==> src/rtl/musb_memory_arbiter.sv <==
// Purpose: shares one memory slave port between the LSU instruction (I) and data (D) ports.
// Latency: 1 IDLE + N BUSY + 1 RELEASE cycles per transfer; the response is passed through in the slave's ready/error cycle.
// Backpressure: the losing port's enable simply stays pending; a stuck slave is cut off by the timeout with an error.
module musb_memory_arbiter #(
    parameter int ROUND_ROBIN    = 0,
    parameter int TIMEOUT_CYCLES = 255
) (
    input  logic        clk,
    input  logic        rst_n,
    // instruction port
    input  logic [31:0] i_address,
    input  logic [3:0]  i_wr,
    input  logic        i_enable,
    output logic [31:0] i_data_o,
    output logic        i_ready,
    output logic        i_error,
    // data port
    input  logic [31:0] d_address,
    input  logic [31:0] d_data_i,
    input  logic [3:0]  d_wr,
    input  logic        d_enable,
    output logic [31:0] d_data_o,
    output logic        d_ready,
    output logic        d_error,
    // memory slave port
    output logic [31:0] mem_address,
    output logic [31:0] mem_data_o,
    output logic [3:0]  mem_wr,
    output logic        mem_enable,
    input  logic [31:0] mem_data_i,
    input  logic        mem_ready,
    input  logic        mem_error,
    // status
    output logic        arb_busy
);

    typedef enum logic [1:0] {
        ST_IDLE    = 2'd0,
        ST_BUSY    = 2'd1,
        ST_RELEASE = 2'd2
    } state_t;

    typedef enum logic {
        GNT_I = 1'b0,
        GNT_D = 1'b1
    } grant_t;

    // Last BUSY cycle index before a forced error; the counter is 8 bits wide.
    localparam int            TO_LAST_I = (TIMEOUT_CYCLES > 0) ? (TIMEOUT_CYCLES - 1) : 0;
    localparam logic [7:0]    TO_LAST   = 8'(TO_LAST_I);
    localparam logic          TO_EN     = (TIMEOUT_CYCLES != 0);
    localparam logic          RR_EN     = (ROUND_ROBIN != 0);

    state_t     state;
    grant_t     grant;
    grant_t     last_grant;
    logic [7:0] tmo_cnt;

    logic       in_busy;
    logic       timeout_hit;
    logic       resp_err;
    logic       resp_rdy;
    grant_t     next_grant;

    // Response qualification: error (slave or timeout) beats ready.
    always_comb begin
        in_busy     = (state == ST_BUSY);
        timeout_hit = TO_EN && in_busy && !mem_ready && !mem_error && (tmo_cnt == TO_LAST);
        resp_err    = in_busy && (mem_error || timeout_hit);
        resp_rdy    = in_busy && mem_ready && !mem_error;
    end

    // Arbitration: single requester wins; on a tie D wins, or the port not served last in round-robin mode.
    always_comb begin
        next_grant = GNT_I;
        if (i_enable && d_enable) begin
            if (RR_EN) begin
                next_grant = (last_grant == GNT_I) ? GNT_D : GNT_I;
            end else begin
                next_grant = GNT_D;
            end
        end else if (d_enable) begin
            next_grant = GNT_D;
        end else begin
            next_grant = GNT_I;
        end
    end

    // Transfer sequencer: IDLE -> BUSY -> RELEASE -> IDLE, with BUSY-cycle timeout counter.
    always_ff @(posedge clk or negedge rst_n) begin
        if (!rst_n) begin
            state      <= ST_IDLE;
            grant      <= GNT_I;
            last_grant <= GNT_I;
            tmo_cnt    <= 8'd0;
        end else begin
            case (state)
                ST_IDLE: begin
                    tmo_cnt <= 8'd0;
                    if (i_enable || d_enable) begin
                        grant <= next_grant;
                        state <= ST_BUSY;
                    end
                end
                ST_BUSY: begin
                    if (mem_error) begin
                        state <= ST_RELEASE;
                    end else if (mem_ready) begin
                        // Only successful transfers count toward round-robin fairness.
                        last_grant <= grant;
                        state      <= ST_RELEASE;
                    end else if (timeout_hit) begin
                        state <= ST_RELEASE;
                    end else begin
                        tmo_cnt <= tmo_cnt + 8'd1;
                    end
                end
                ST_RELEASE: begin
                    // One dead cycle so master and slave can both drop their handshake lines.
                    tmo_cnt <= 8'd0;
                    state   <= ST_IDLE;
                end
                default: begin
                    tmo_cnt <= 8'd0;
                    state   <= ST_IDLE;
                end
            endcase
        end
    end

    // Slave-side request mux; everything is held at zero outside BUSY.
    always_comb begin
        mem_enable  = in_busy;
        mem_address = 32'd0;
        mem_data_o  = 32'd0;
        mem_wr      = 4'd0;
        if (in_busy) begin
            if (grant == GNT_D) begin
                mem_address = d_address;
                mem_data_o  = d_data_i;
                mem_wr      = d_wr;
            end else begin
                mem_address = i_address;
                mem_wr      = i_wr;
            end
        end
    end

    // Master-side responses go only to the granted port; read data is a plain passthrough.
    always_comb begin
        i_data_o = mem_data_i;
        d_data_o = mem_data_i;
        i_ready  = resp_rdy && (grant == GNT_I);
        i_error  = resp_err && (grant == GNT_I);
        d_ready  = resp_rdy && (grant == GNT_D);
        d_error  = resp_err && (grant == GNT_D);
        arb_busy = (state != ST_IDLE);
    end

endmodule
==> config.mk <==
export PLATFORM = sky130hd
export DESIGN_NAME = musb_memory_arbiter
export DESIGN_NICKNAME = d
export VERILOG_FILES = /design/src/rtl/musb_memory_arbiter.sv
export SDC_FILE = /design/constraint.sdc
export NUM_CORES = 1
export LEC_CHECK = 0
export CORE_AREA = 2 2 109 111
export DETAILED_ROUTE_END_ITERATION = 8
export DIE_AREA = 0 0 111 113
export DONT_BUFFER_PORTS = 1
export GPL_TIMING_DRIVEN = 0
export RECOVER_POWER = 25
export SYNTH_ARGS = -nofsm -noshare
export SYNTH_HDL_FRONTEND = slang
export SYNTH_SLANG_ARGS = --single-unit
==> constraint.sdc <==
create_clock -name clk -period 1.88 [get_ports clk]
set_input_delay 0.188 -clock clk [delete_from_list [all_inputs] [get_ports clk]]
set_output_delay 0.188 -clock clk [all_outputs]
set_load 0.1 [all_outputs]
==> results of run 1 <==
## sequential cells by signal (all words and copies together), names as in the netlist
| signal | flops |
|---|---|
| tmo_cnt | 8 |
| state | 2 |
| grant | 1 |
## worst paths after layout
check	to	slack [ps]	cells after the start
setup / recovery	i_error	-240	6
setup reg to reg	tmo_cnt[6]$_DFFE_PN0P_	310	6
min in group asynchronous	grant$_DFFE_PN0P_	370	1
hold reg to reg	state[0]$_DFFE_PN0P_	540	1
hold / removal	grant$_DFFE_PN0P_	100	1
max in group asynchronous	state[0]$_DFFE_PN0P_	1130	1
## metrics by stage
stage	worst slack (ps)	TNS (ps)	util	cell area, um2
6_report	-243.7	-1201	0.2495	2813
5_1_grt	-327.7	-2012	0.2495	2813
4_1_cts	-313.6	-1732	0.2529	2850
3_5_place_dp	-363.3	-17060	0.1931	2177
3_3_place_gp	-331.1	-14780	0.1931	2177
2_1_floorplan	-146.7	-5069	-	1998
## per-layer routing
metal | vias to the layer above | track usage | part of all wire
met5 | - | 0 | 0
met1 | 845 | 0.1107 | 0.34
met4 | 0 | 0.02417 | 0.015
met3 | 11 | 0.02089 | 0.075
met2 | 131 | 0.1914 | 0.56
li1 | 810 | - | -
## worst reg2reg max path, stage by stage, from the launching register on
cell	delay, ps
dfrtp_1	420
ha_4	190
nand3_4	90
buf_4	140
o211ai_2	130
or3_1	370
a21oi_1	150
## area by class of cell
class	instances	area (um2)
fillers	1246	8459
repair inverters	1	6.256
inverters	3	18.77
clock buffers	4	78.83
plain buffers	79	558.0
flip-flops and latches	11	276.5
well taps	143	178.9
repair buffers	17	178.9
multi-input cells	153	1516
## cell usage in the layout (no fill, tap or decap), types with 4 or more instances in the layout
| master | Yosys | layout |
|---|---|---|
| buf_4 | 64 | 43 |
| nor2_4 | 1 | 40 |
| clkbuf_1 | 5 | 36 |
| mux2i_1 | 36 | 35 |
| and3_4 | 1 | 21 |
| and3_2 | 0 | 12 |
| dfrtp_1 | 11 | 10 |
| buf_12 | 0 | 6 |
| buf_6 | 0 | 6 |
| nor2_1 | 44 | 5 |
| a21oi_1 | 4 | 4 |
## timing repair
item | 4_1_cts | 5_1_grt
pin swaps | 43 | 10
gates resized for setup | 145 | 15
hold buffers | 1 | 0
gates cloned | 2 | 0
setup buffers | 9 | 7
setup endpoints to repair | 72 | 56
hold endpoints to repair | 11 | 0
## logic make-up after synthesis
family	after synthesis	share of synthesized area
muxes	36	0.1943
AOI/OAI and AO/OA	12	0.04319
and+or+nand+nor	99	0.2794
xor gates and xnor gates	4	0.01890
buffers and inverters	83	0.3023
DFF	11	0.1484
adders and majority gates	2	0.01349
==> results.json, run 1 <==
{
  "io_buffer_count": 0,
  "fp.dieW_um": 111,
  "grt_max_degree": 12,
  "crit_path_top_delay_cell": "nor3_4",
  "cpMostUsedCell": "nor3_4",
  "syn_avg_cell_area_um2": 7.507,
  "grt-ovfl-total": 0,
  "synth_flop_cell": "dfrtp_1",
  "htreeDepth": 1,
  "clock_latency_ps": 240,
  "area_delta_synth_final_pct": 51.69,
  "min_path_type": "input port to register",
  "violations": "negative setup slack",
  "layout-drive-gt1-share": 0.5709,
  "cts-root-buf": "clkbuf_16",
  "syn_area_um2": 1854,
  "r2r_start": "tmo_cnt[1]$_DFFE_PN0P_",
  "cts.sinks": 11,
  "hpwl_mm": 5.725,
  "cts_tree": "done",
  "drc": 0,
  "antenna_found_initial": 0,
  "hold_path_startpoint": "d_enable",
  "dr.first_iter.drc_count": 22,
  "synth_area_leaders": "buf_4 26%, mux2i_1 19%, dfrtp_1 15%",
  "worstPathArrival_ps": 1940,
  "yosysTopAreaCellShare": 0.2591,
  "clkTransAtPathRegs_ps": 40,
  "initial_core_util": 0.1645,
  "dpl.cell_count": 390,
  "tightest_slew_ps": 1162,
  "antenna_cells": 0,
  "firstDrtPassIters": 4,
  "place_congestion": 0.6819,
  "layout_min_cycle_time_ps": 2124,
  "synth.most_common_cell": "buf_4",
  "finalHoldViolCount": 0,
  "setup_viol": 23,
  "fin_ws_ps": -243.7,
  "via_per_inst": 4.372,
  "ys_seq_area_frac": 0.1484,
  "hold_ws_ps": 96.37,
  "cts_buffers": 3,
  "pin_count": 280,
  "maxCapViolCount": 0,
  "final_cells": 411,
  "yosys-top-cells-count": "64 x buf_4, 44 x nor2_1, 36 x mux2i_1",
  "synth_top_area_cell": "buf_4",
  "dieHeight_um": 113,
  "fp.dieArea_um2": 12540,
  "path_delay_family": "simple AND/OR/NAND/NOR gates",
  "crit_path_start": "tmo_cnt[0]$_DFFE_PN0P_",
  "criticalPathCategory": "register to primary output",
  "min_period_over_period": 1.130,
  "nNetsFinal": 413,
  "slowest_delay_ps": 750,
  "path_cells": "inv_2 > ha_4 > nand3_4 > nor3_4 > nor2_4 > nor3_4",
  "cp_max_fo": 2,
  "synth_edf_count": 0,
  "max_freq_mhz": 470.9,
  "clockBufferDepth": 2,
  "row_count": 39,
  "synth_cell_types": 33,
  "grt_pass1_vias": 1714,
  "maxSlewHeadroom": 0.2289,
  "post_drt_wl_per_cell_um": 17.62,
  "rsz0062_at_grt": "yes",
  "routed-via-count": 1797,
  "globalRouteTotalUtil": 0.09911,
  "async_reset_ff_frac": 1.000,
  "netlist_instances": 247,
  "grt_pass1_wl_mm": 9.756,
  "routed_wl_mm": 7.242,
  "maxSlewViolCount": 0,
  "yosysWarnings": 0,
  "syn-num-nets": 391,
  "crit_buf_inv": 1,
  "drtAntennaViolNets": 0,
  "synth.ff_latch_count": 11,
  "endpoint_kind": "primary output",
  "core_area_um2": 11270,
  "critPathRequiredTime_ps": 1690,
  "startpoint_type": "register",
  "fin_skew_ps": 2.506,
  "status": "complete, but fails checks"
}
Power of run 1 is not shown: default switching activity piles up to over one toggle a cycle in this logic, so the estimate is an artifact.
==> inputs of run 2 (changes only) <==
Settings changed: CTS_CLUSTER_SIZE set to 40.
==> results of run 2 <==
Final layout, timing and power as in run 1 (identical DEF).
Power of run 2 is left out for the same reason.
==> inputs of run 3 (changes only) <==
Settings changed: MAX_ROUTING_LAYER set to met4.
==> results.json, run 3 (same netlist as run 1, synthesis figures left out) <==
{
  "status": "complete, but fails checks",
  "violations": "negative setup slack",
  "drtAntennaViolNets": 0,
  "fp.dieW_um": 111,
  "row_count": 39,
  "hpwl_mm": 5.725,
  "r2r-end": "tmo_cnt[6]$_DFFE_PN0P_",
  "nNetsFinal": 413,
  "hold_path_depth": 1,
  "maxSlewViolCount": 0,
  "critPathRequiredTime_ps": 1690,
  "r2r_start": "tmo_cnt[1]$_DFFE_PN0P_",
  "layout_min_cycle_time_ps": 2123,
  "maxSlewHeadroom": 0.2288,
  "crit_buf_inv": 1,
  "min_period_over_period": 1.129,
  "htreeDepth": 1,
  "finalHoldViolCount": 0,
  "top_regs": "tmo_cnt x8, state x2, grant x1",
  "hold_path_startpoint": "d_enable",
  "criticalPathCategory": "register to primary output",
  "antenna_found_initial": 0,
  "finish.instance_area_um2": 2813,
  "largest_register_ff_count": 8,
  "dr.first_iter.drc_count": 35,
  "final_cells": 411,
  "path_delay_family": "simple AND/OR/NAND/NOR gates",
  "worstPathArrival_ps": 1940,
  "layout_commonest_cell": "buf_4",
  "top_register": "tmo_cnt",
  "core_area_um2": 11270,
  "tightest_slew_ps": 1162,
  "post_drt_wl_per_cell_um": 17.68,
  "grt_pass1_wl_mm": 9.784,
  "placed_area_um2": 2177,
  "antenna_cells": 0,
  "grt_pass1_vias": 1705,
  "cts.sinks": 11,
  "slowest_delay_ps": 750,
  "firstDrtPassIters": 4,
  "reg2regPathDepth": 6,
  "pin_count": 280,
  "max_freq_mhz": 471.0,
  "fin_skew_ps": 3.753,
  "globalRouteTotalUtil": 0.1023,
  "maxCapViolCount": 0,
  "drc": 0,
  "fin_ws_ps": -243.2,
  "fp.dieArea_um2": 12540,
  "dieHeight_um": 113,
  "multi_input_area_um2": 1516,
  "io_buffer_count": 0,
  "clkTransAtPathRegs_ps": 40,
  "grt_max_degree": 12,
  "path_cells": "inv_2 > ha_4 > nand3_4 > nor3_4 > nor2_4 > nor3_4",
  "regArea_um2": 276.5,
  "dpl.cell_count": 390,
  "initial_core_util": 0.1645,
  "routed_wl_mm": 7.268,
  "place_congestion": 0.6898,
  "via_per_inst": 4.355,
  "min_to": "grant$_DFFE_PN0P_",
  "cts_buffers": 3,
  "endpoint_kind": "primary output",
  "layout_common_cells": "43 x buf_4, 40 x nor2_4, 36 x clkbuf_1",
  "clock_latency_ps": 240,
  "fillers": 1246,
  "setup_viol": 23,
  "cts_tree": "done",
  "startpoint_type": "register",
  "cp_max_fo": 2,
  "min_path_type": "input port to register",
  "r2r_slack_ps": 310,
  "layout-drive-gt1-share": 0.5709,
  "grt-ovfl-total": 0,
  "area_delta_synth_final_pct": 51.69,
  "rsz0062_at_grt": "yes",
  "clockBufferDepth": 2,
  "routed-via-count": 1790,
  "crit_path_top_delay_cell": "nor3_4",
  "cts-root-buf": "clkbuf_16",
  "cpMostUsedCell": "nor3_4"
}
-- run 3: cell counts in the layout (fill, tap and decap cells not counted) --
No cell type changed its count.
-- run 3: layout make-up --
type / count / area share
repair inverters: 1 / 0.002224
flip-flops and latches: 11 / 0.09831
repair buffers: 17 / 0.06361
inverters: 3 / 0.006673
plain buffers: 79 / 0.1984
clock buffers: 4 / 0.02802
well taps: 143 / 0.06361
multi-input cells: 153 / 0.5391
-- run 3: worst max-delay path by stage --
stage	slack, ps	endpoint	cells past startpoint	startpoint
6_report	-240	i_error	6	tmo_cnt[0]$_DFFE_PN0P_
5_1_grt	-330	i_error	6	tmo_cnt[0]$_DFFE_PN0P_
4_1_cts	-310	i_error	6	tmo_cnt[0]$_DFFE_PN0P_
3_5_place_dp	-360	mem_address[11]	4	state[1]$_DFFE_PN0P_
3_3_place_gp	-330	mem_address[13]	4	state[1]$_DFFE_PN0P_
2_1_floorplan	-150	mem_address[10]	4	state[1]$_DFFE_PN0P_
-- run 3: per-layer routing --
metal,vias up,routed length [um],GRT usage
li1,812,-,-
met1,838,2574,0.1130
met2,129,4068,0.1906
met3,11,511,0.01928
met4,0,113,0.02417
met5,-,0,-
-- run 3: stage by stage --
step	utilization	hold slack, ps	TNS [ps]	setup WS (ps)
after floorplan	-	-107.6	-5069	-146.7
after global routing	0.2495	98.87	-2014	-329.3
after detailed placement	0.1931	-107.1	-17060	-363.3
final	0.2495	94.91	-1271	-243.2
after CTS	0.2529	94.55	-1732	-313.6
after global placement	0.1931	-107.0	-14780	-331.1
-- run 3: timing repair --
action | in CTS | in global routing
buffers inserted | 9 | 7
setup endpoints to repair | 72 | 56
hold buffers | 1 | 0
endpoints found under the hold margin | 11 | 0
pin swaps | 43 | 10
gates resized for setup | 145 | 15
cloned | 2 | 0
Power of run 3 is left out for the same reason.
